==> config.mk <==
export PLATFORM = sky130hd
export DESIGN_NAME = mdu_client_flat
export DESIGN_NICKNAME = d
export VERILOG_FILES = /design/src/rtl/mdu_client_pkg.sv /design/src/rtl/mdu_client_if.sv /design/src/rtl/mdu_client.sv /design/src/flat_wrapper.sv
export SDC_FILE = /design/constraint.sdc
export NUM_CORES = 1
export LEC_CHECK = 0
export ABC_AREA = 1
export BUFFER_PORTS_ARGS = -buffer_cell sky130_fd_sc_hd__buf_4
export CORE_ASPECT_RATIO = 1.1
export CORE_UTILIZATION = 51
export DETAILED_ROUTE_END_ITERATION = 12
export HOLD_SLACK_MARGIN = 0.08
export PLACE_DENSITY = 0.95
export SYNTH_ARGS = -nofsm -noshare
export SYNTH_HDL_FRONTEND = slang
export SYNTH_SLANG_ARGS = --single-unit
==> constraint.sdc <==
create_clock -name clk -period 4 [get_ports clk]
set_clock_uncertainty 0.15 [all_clocks]
set_input_delay 0.8 -clock clk [delete_from_list [all_inputs] [get_ports clk]]
set_output_delay 0.8 -clock clk [all_outputs]
set_load 0.05 [all_outputs]
==> src/rtl/mdu_client_pkg.sv <==
// Shared types for the MDU client: opcodes, request ops and FSM states.
// Opcode values match the MDU's decode.
package mdu_client_pkg;

  typedef logic [31:0] word_t;
  typedef logic [3:0]  mop_t;

  localparam mop_t MOP_NOP   = 4'd0;
  localparam mop_t MOP_MULT  = 4'd1;
  localparam mop_t MOP_MULTU = 4'd2;
  localparam mop_t MOP_DIV   = 4'd3;
  localparam mop_t MOP_DIVU  = 4'd4;
  localparam mop_t MOP_MFHI  = 4'd5;
  localparam mop_t MOP_MFLO  = 4'd6;
  localparam mop_t MOP_MTHI  = 4'd7;
  localparam mop_t MOP_MTLO  = 4'd8;

  localparam int unsigned WD_W = 5;

  typedef enum logic [1:0] {
    REQ_MULT  = 2'b00,
    REQ_MULTU = 2'b01,
    REQ_DIV   = 2'b10,
    REQ_DIVU  = 2'b11
  } req_op_e;

  typedef enum logic [2:0] {
    S_IDLE  = 3'd0,
    S_ISSUE = 3'd1,
    S_ARM   = 3'd2,
    S_WAIT  = 3'd3,
    S_RD_HI = 3'd4,
    S_RD_LO = 3'd5,
    S_RESP  = 3'd6
  } state_e;

  function automatic mop_t map_op(input logic [1:0] op);
    mop_t m;
    unique case (op)
      REQ_MULT:  m = MOP_MULT;
      REQ_MULTU: m = MOP_MULTU;
      REQ_DIV:   m = MOP_DIV;
      REQ_DIVU:  m = MOP_DIVU;
    endcase
    return m;
  endfunction

  function automatic logic is_div(input logic [1:0] op);
    return op[1];
  endfunction

endpackage

==> src/rtl/mdu_client_if.sv <==
// Request/response bus between a requester and the MDU client.
// master drives requests and consumes responses; slave is the client.
interface mdu_client_if;
  import mdu_client_pkg::*;

  logic        req_valid;
  logic        req_ready;
  logic [1:0]  req_op;
  word_t       req_a;
  word_t       req_b;
  logic        resp_valid;
  logic        resp_ready;
  word_t       resp_hi;
  word_t       resp_lo;
  logic        resp_err;
  logic        resp_dz;

  modport master (
    output req_valid,
    output req_op,
    output req_a,
    output req_b,
    output resp_ready,
    input  req_ready,
    input  resp_valid,
    input  resp_hi,
    input  resp_lo,
    input  resp_err,
    input  resp_dz
  );

  modport slave (
    input  req_valid,
    input  req_op,
    input  req_a,
    input  req_b,
    input  resp_ready,
    output req_ready,
    output resp_valid,
    output resp_hi,
    output resp_lo,
    output resp_err,
    output resp_dz
  );

endinterface

==> src/rtl/mdu_client.sv <==
// Sequences one MULT/DIV through the MDU: issue, wait on busy, read HI/LO.
// A watchdog bounds the wait; protocol faults are reported as resp_err.
module mdu_client
  import mdu_client_pkg::*;
#(
  parameter int unsigned TIMEOUT = 31
) (
  input  logic        clk,
  input  logic        reset_n,
  mdu_client_if.slave bus,
  output logic        mdu_start,
  output mop_t        mdu_op,
  output word_t       mdu_d1,
  output word_t       mdu_d2,
  input  logic        mdu_busy,
  input  word_t       mdu_hi_rd,
  input  word_t       mdu_lo_rd
);

  localparam logic [WD_W-1:0] WD_LAST =
    WD_W'(TIMEOUT - 1);

  state_e          state_q, state_d;
  mop_t            op_q, op_d;
  word_t           a_q, a_d;
  word_t           b_q, b_d;
  word_t           hi_q, hi_d;
  word_t           lo_q, lo_d;
  logic            err_q, err_d;
  logic            dz_q, dz_d;
  logic [WD_W-1:0] wd_q, wd_d;
  logic            ready;
  logic            accept;

  // Ready is masked by reset so nothing is accepted while held.
  assign ready  = reset_n && (state_q == S_IDLE);
  assign accept = bus.req_valid && ready;

  always_ff @(posedge clk or negedge reset_n) begin
    if (!reset_n) begin
      state_q <= S_IDLE;
      op_q    <= MOP_NOP;
      a_q     <= '0;
      b_q     <= '0;
      hi_q    <= '0;
      lo_q    <= '0;
      err_q   <= 1'b0;
      dz_q    <= 1'b0;
      wd_q    <= '0;
    end else begin
      state_q <= state_d;
      op_q    <= op_d;
      a_q     <= a_d;
      b_q     <= b_d;
      hi_q    <= hi_d;
      lo_q    <= lo_d;
      err_q   <= err_d;
      dz_q    <= dz_d;
      wd_q    <= wd_d;
    end
  end

  always_comb begin
    state_d   = state_q;
    op_d      = op_q;
    a_d       = a_q;
    b_d       = b_q;
    hi_d      = hi_q;
    lo_d      = lo_q;
    err_d     = err_q;
    dz_d      = dz_q;
    wd_d      = wd_q;
    mdu_start = 1'b0;
    mdu_op    = MOP_NOP;

    unique case (state_q)
      S_IDLE: begin
        if (accept) begin
          op_d    = map_op(bus.req_op);
          a_d     = bus.req_a;
          b_d     = bus.req_b;
          dz_d    = is_div(bus.req_op)
                    && (bus.req_b == '0);
          err_d   = 1'b0;
          hi_d    = '0;
          lo_d    = '0;
          state_d = S_ISSUE;
        end
      end
      S_ISSUE: begin
        mdu_start = 1'b1;
        mdu_op    = op_q;
        state_d   = S_ARM;
      end
      S_ARM: begin
        if (mdu_busy) begin
          wd_d    = '0;
          state_d = S_WAIT;
        end else begin
          err_d   = 1'b1;
          state_d = S_RESP;
        end
      end
      S_WAIT: begin
        wd_d = (wd_q == '1) ? wd_q
                            : wd_q + 1'b1;
        // wd_q counts WAIT cycles already spent
        if (!mdu_busy) begin
          state_d = S_RD_HI;
        end else if (wd_q >= WD_LAST) begin
          err_d   = 1'b1;
          state_d = S_RESP;
        end
      end
      S_RD_HI: begin
        mdu_op  = MOP_MFHI;
        hi_d    = mdu_hi_rd;
        state_d = S_RD_LO;
      end
      S_RD_LO: begin
        mdu_op  = MOP_MFLO;
        lo_d    = mdu_lo_rd;
        state_d = S_RESP;
      end
      S_RESP: begin
        if (bus.resp_ready) begin
          state_d = S_IDLE;
        end
      end
      default: state_d = S_IDLE;
    endcase
  end

  assign mdu_d1         = a_q;
  assign mdu_d2         = b_q;

  assign bus.req_ready  = ready;
  assign bus.resp_valid = (state_q == S_RESP);
  assign bus.resp_hi    = hi_q;
  assign bus.resp_lo    = lo_q;
  assign bus.resp_err   = err_q;
  assign bus.resp_dz    = dz_q;

endmodule

==> src/flat_wrapper.sv <==
// flat-port wrapper written by rule: the top's interface ports become plain ports
module mdu_client_flat import mdu_client_pkg::*;
#(
  parameter int unsigned TIMEOUT = 31
)
  (clk, reset_n, mdu_start, mdu_op, mdu_d1, mdu_d2, mdu_busy, mdu_hi_rd, mdu_lo_rd, bus_req_valid, bus_req_op, bus_req_a, bus_req_b, bus_resp_ready, bus_req_ready, bus_resp_valid, bus_resp_hi, bus_resp_lo, bus_resp_err, bus_resp_dz);
  mdu_client_if bus_i ();
  input  logic clk;
  input  logic reset_n;
  output logic mdu_start;
  output mop_t mdu_op;
  output word_t mdu_d1;
  output word_t mdu_d2;
  input  logic mdu_busy;
  input  word_t mdu_hi_rd;
  input  word_t mdu_lo_rd;
  input wire logic [$bits(bus_i.req_valid)-1:0] bus_req_valid;
  input wire logic [$bits(bus_i.req_op)-1:0] bus_req_op;
  input wire logic [$bits(bus_i.req_a)-1:0] bus_req_a;
  input wire logic [$bits(bus_i.req_b)-1:0] bus_req_b;
  input wire logic [$bits(bus_i.resp_ready)-1:0] bus_resp_ready;
  output wire logic [$bits(bus_i.req_ready)-1:0] bus_req_ready;
  output wire logic [$bits(bus_i.resp_valid)-1:0] bus_resp_valid;
  output wire logic [$bits(bus_i.resp_hi)-1:0] bus_resp_hi;
  output wire logic [$bits(bus_i.resp_lo)-1:0] bus_resp_lo;
  output wire logic [$bits(bus_i.resp_err)-1:0] bus_resp_err;
  output wire logic [$bits(bus_i.resp_dz)-1:0] bus_resp_dz;
  assign bus_i.req_valid = bus_req_valid;
  assign bus_i.req_op = bus_req_op;
  assign bus_i.req_a = bus_req_a;
  assign bus_i.req_b = bus_req_b;
  assign bus_i.resp_ready = bus_resp_ready;
  assign bus_req_ready = bus_i.req_ready;
  assign bus_resp_valid = bus_i.resp_valid;
  assign bus_resp_hi = bus_i.resp_hi;
  assign bus_resp_lo = bus_i.resp_lo;
  assign bus_resp_err = bus_i.resp_err;
  assign bus_resp_dz = bus_i.resp_dz;
  mdu_client #(.TIMEOUT(TIMEOUT)) u_core (.clk(clk), .reset_n(reset_n), .bus(bus_i), .mdu_start(mdu_start), .mdu_op(mdu_op), .mdu_d1(mdu_d1), .mdu_d2(mdu_d2), .mdu_busy(mdu_busy), .mdu_hi_rd(mdu_hi_rd), .mdu_lo_rd(mdu_lo_rd));
endmodule
==> Word-level counts from Yosys, hierarchy flattened <==
Index checks and enable logic that the tools add are counted.
{ "totals": {"register_bits": 142, "inputBits": 135, "wordCells": 65} }
{ "classes": {"n_addsub": 1, "magnitude_cmp": 1, "n_eq_ne": 18, "muxes": 20, "n_reduce_logical": 16} }
{ "ops": {"columns": ["operator", "count"], "rows": [
  ["one-hot mux 32 bit (2 select lines)", 2],
  ["zero test 32 bit", 1],
  ["two-way mux 32 bit", 1],
  ["one-hot mux 3 bit (7 select lines)", 1],
  ["one-hot mux 4 bit (4 select lines)", 1],
  ["two-way mux 3 bit", 5],
  ["one-hot mux 4 bit (3 select lines)", 1],
  ["two-way mux 5 bit", 2],
  ["!= test 2 bit (second input constant)", 5],
  ["one-hot mux 5 bit (2 select lines)", 1],
  ["== test 3 bit (second input constant)", 3],
  ["== test 3 x 2 -> 1 bit (second input constant)", 2],
  ["AND reduction 2 bit", 3],
  ["AND reduction 3 bit", 2],
  ["nonzero test 2 bit", 3],
  ["adder 5 x 1 -> 5 bit (second input constant)", 1],
  ["== test 5 bit (second input constant)", 1],
  ["greater-or-equal comparator 5 bit (second input constant)", 1],
  ["two-way mux 1 bit", 5],
  ["AND reduction 5 bit", 1],
  ["== test 2 bit (second input constant)", 2],
  ["!= test 2 x 1 -> 1 bit (second input constant)", 2],
  ["== test 3 x 1 -> 1 bit (second input constant)", 1],
  ["logical AND 1 bit", 3],
  ["other kinds (6)", 6]
]} }

==> Logic depth before layout (Yosys ltp) <==
{ "logic_depth": {"word_depth": 5, "mapped_depth": 10} }

==> Least setup slack after synthesis <==
Ideal clock, no wire load.
{ "synth_timing": {"path_type": "reg-to-output", "from": "register u_core.state_q[0]", "to": "output mdu_op[0]", "arrival_ns": 1.997, "t_required_ns": 3.050, "path_slack_ns": 1.053, "stages_incl_launch_ff": 7, "path_cell_list": "dfrtp_1 > inv_1 > nor2_4 > inv_1 > nor2_1 > nand2_1 > nand2_1"} }
{ "synth_between": {"elab_chain_len": 2, "word_cells_on_any_way": 4, "cone_classes": "3 x eq/ne; 1 x mux"} }
{ "synth_rtl": {"columns": ["element", "line_no", "rtl"], "rows": [
  ["start, declared", "mdu_client.sv:23", "state_e state_q, state_d;"],
  ["start signal, assigned", "mdu_client.sv:51", "state_q <= state_d;"],
  ["== test 3 bit / == test 3 x 1 -> 1 bit (equally long branches)", "mdu_client.sv:76", "unique case (state_q)"],
  ["one-hot mux 4 bit (3 select lines) (*)", "mdu_client.sv:76", null],
  ["end, declared", "flat_wrapper.sv:11", "output mop_t mdu_op;"]
]} }
Mark *: on every way between the ends. The rest lies on a longest branch, timed or not.

==> Worst setup path after layout <==
Ends and elaborated chain as after synthesis.

==> summary.md <==
| Metric | Value |
|---|---|
| Worst-case clock buffer depth | 2 |
| Synth area leaders | dfrtp_1, nand2_1, nand3_1 |
| Worst-path maximum fanout | 36 |
| Fmax | about 310 MHz |
| Status | complete, no violations |
| Static leakage | slightly below 5 nW |
| Actual slew at the worst max-slew pin | 0.9419 ns |
| Detailed Place HPWL | roughly 12 mm |
| CTS Sinks | approximately 140 |
| Resized Gates After CTS | 0 |
| Vias in the first global route | 5297 |
| Antenna viol nets, final | 0 |
| Setup TNS | 0 ns |
| Final Critical Period | 3.215 ns |
| WP data required | 3.05 ns |
| Unrepaired setup endpoints after global routing | false |
| Max-cap violation count | 0 |
| # rows | 41 |
| Final wirelength | 17.20 mm |
| Share of cells above drive strength 1 | 32.75% |
| Setup Fix Bufs, Post-CTS | 0 |
| Post-Syn Instances | 705 |
| Htree depth | 4 |
| Maximum VDD drop | 0.5519 mV |
| Sequential-to-total area share from yosys stat | 58.71% |
| Distinct cell type count after synthesis | 23 |
| Largest net degree at the start of global routing | 83 |
| Via density | 5.120 |
| Hold Buf Count CTS | 0 |
| WL/cell | 15.34 microns |
| Final Util | 75.42% |
| Final setup viols | 0 |
| Final Hold Viols | 0 |
| Register Area | around 3500 sq um |
| Final RePlAce weighted congestion | just over 0.8 |
| Synthesized area | 6010 sq um |
| Worst hold path type | in -> async |
| WS Path Type | reg -> out |
| 1st-iter DRT viols | 454 |
| Chip width | 105.5 microns |
| Synth top area share | 58.71% |
| DRC | 0 |
| Syn_nets | 846 |
| Initial Util | between 50% and 60% |
| Total grt overflow | 0 |
| Nets | 1101 |
| Power Dens Cells | roughly 1000 nW/um^2 |
| Area Overhead vs Synth | 44.22% |
| Tcrit/Tclk final | 80.38% |
| Core ar. | 11490 sq um |
| Area of the multi-input gates | 2167 sq um |
| Arrival time at the worst endpoint | ~2.3 ns |
| Crit start category | register |
| Slew headroom | 37.21% |
| Die height | approximately 120 microns |
| CTS tree | done |
| PortBufs | 270 |
| Synth warnings | 0 |
| CTS Buf Count | 17 |
| Initial antenna violation count | 0 |
| Io pins | 272 |
| Root Driver | clkbuf_16 |
| Yosys reg bits | 141 |
| Global-route wire length before repair | 26.02 mm |
| Clock slew at reported path FFs | 0.06 ns |
| Final Slew Violations | 0 |
| Total number of vias | 5739 |
| Number of diodes | 0 |
| Die area | 12220 sq um |
| Total GRT Usage | 27.87% |
| Layout fillers | around 810 |
| Syn_area_per_cell | 8.524 sq um |
| Worst setup EP type | output pin |
| Clk_lat worst skew | 0.41 ns |
| DR pass1 iterations | 5 |
| Yosys top cell by area | dfrtp_1 |
-- per-layer routing --
metal / GRT usage (%) / wire (microns) / vias to the layer above
met1: 33.90 / 6713 / 2666
met5: 0 / 0 / -
li1: - / - / 2750
met3: 7.424 / 1299 / 40
met2: 47.32 / 8727 / 283
met4: 12.04 / 461 / 0
-- sequential cells by signal, summed over array words and instances, names as in the netlist --
| register | flops |
|---|---|
| u_core.wd_q | 5 |
| u_core.op_q | 3 |
| u_core.bus.resp_err | 1 |
| u_core.bus.resp_hi | 32 |
| u_core.state_q | 3 |
| u_core.bus.resp_lo | 32 |
| u_core.bus.resp_dz | 1 |
| u_core.mdu_d2 | 32 |
| u_core.mdu_d1 | 32 |
-- worst paths after layout --
kind	from	to	slack, ns	cells past startpoint
max	u_core.state_q[0]	mdu_op[0]	0.78	8
min	reset_n	u_core.bus.resp_hi[2]	0.22	1
max reg2reg	u_core.state_q[1]	u_core.mdu_d2[2]	1.21	7
min reg2reg	u_core.bus.resp_err	u_core.bus.resp_err	0.33	2
max in group asynchronous	reset_n	u_core.bus.resp_lo[14]	2.09	2
min in group clk	u_core.bus.resp_err	u_core.bus.resp_err	0.33	2
-- layout by cell type (no fill, tap or decap), drive strengths merged --
master,Yosys,layout
bufinv,0,2
o21bai,1,1
clkinv,0,3
a21oi,2,2
nand2,292,292
o21ai,13,13
or2,1,1
nand4,4,4
nor2,35,35
o211ai,1,1
xor2,2,2
ha,6,6
dfrtp,141,141
nand3,136,136
buf,23,279
clkbuf,20,20
inv,27,27
clkinvlp,0,5
conb,1,1
-- power breakdown --
group / internal, mW / switching (mW) / leakage, nW / total (mW)
clock: 0.958 / 0.576 / 0.272 / 1.53
combinational: 1.25 / 3.29 / 2.83 / 4.53
sequential: 2.04 / 0.390 / 1.81 / 2.43
-- logic make-up after synthesis --
kind of cell | share of synthesized area [%]
buffers and inverters | 5.309
flip-flops | 58.71
adder cells (fa/ha/maj) | 1.249
XOR/XNOR | 0.2915
AND/OR/NAND/NOR | 32.88
AO/OA/AOI/OAI | 1.499
other | 0.06240
-- worst max-delay path, stage by stage (launching register included) --
cell and delay (ns):
dfrtp_1 0.48, inv_1 0.16, nor2_4 0.09, buf_4 0.35
inv_1 0.12, nor2_1 0.28, nand2_1 0.09, nand2_1 0.09
buf_4 0.21
-- cells in the mapped netlist --
| master | instances |
|---|---|
| inv_2 | 2 |
| nor2_1 | 32 |
| ha_1 | 6 |
| buf_4 | 4 |
| conb_1 | 1 |
| nand2_1 | 290 |
| nand3_1 | 136 |
| clkbuf_1 | 20 |
| a21oi_1 | 2 |
| xor2_1 | 2 |
| o211ai_1 | 1 |
| o21bai_1 | 1 |
| buf_1 | 1 |
| buf_2 | 15 |
| buf_6 | 3 |
| nand4_1 | 4 |
| nor2_8 | 1 |
| or2_2 | 1 |
| o21ai_0 | 13 |
| inv_1 | 25 |
| nand2_2 | 2 |
| nor2_4 | 2 |
| dfrtp_1 | 141 |
-- through the flow --
| stage | total power, mW | std cells | worst slack (ns) | hold slack [ns] | area (sq um) |
|---|---|---|---|---|---|
| after detailed placement | 6.967 | 1091 | 0.8548 | 0.3161 | 8084 |
| after global routing | 8.902 | 1121 | 0.6349 | 0.2591 | 8667 |
| after CTS | 8.524 | 1121 | 0.7877 | 0.2405 | 8667 |
| final | 8.496 | 1121 | 0.7847 | 0.2187 | 8667 |
| after floorplan | 5.506 | 705 | 1.053 | 0.2992 | 6010 |
| after global placement | 6.852 | 1091 | 0.9405 | 0.3098 | 8084 |
-- area by class of cell --
class	instances	area share, %
repair buffers	279	24.21
well taps	150	2.165
clock inverters	10	1.343
multi-input cells	494	25.00
inverters	27	1.169
flip-flops and latches	141	40.72
clock buffers	20	5.385
No activity file was read; power rests on OpenSTA's default activity.
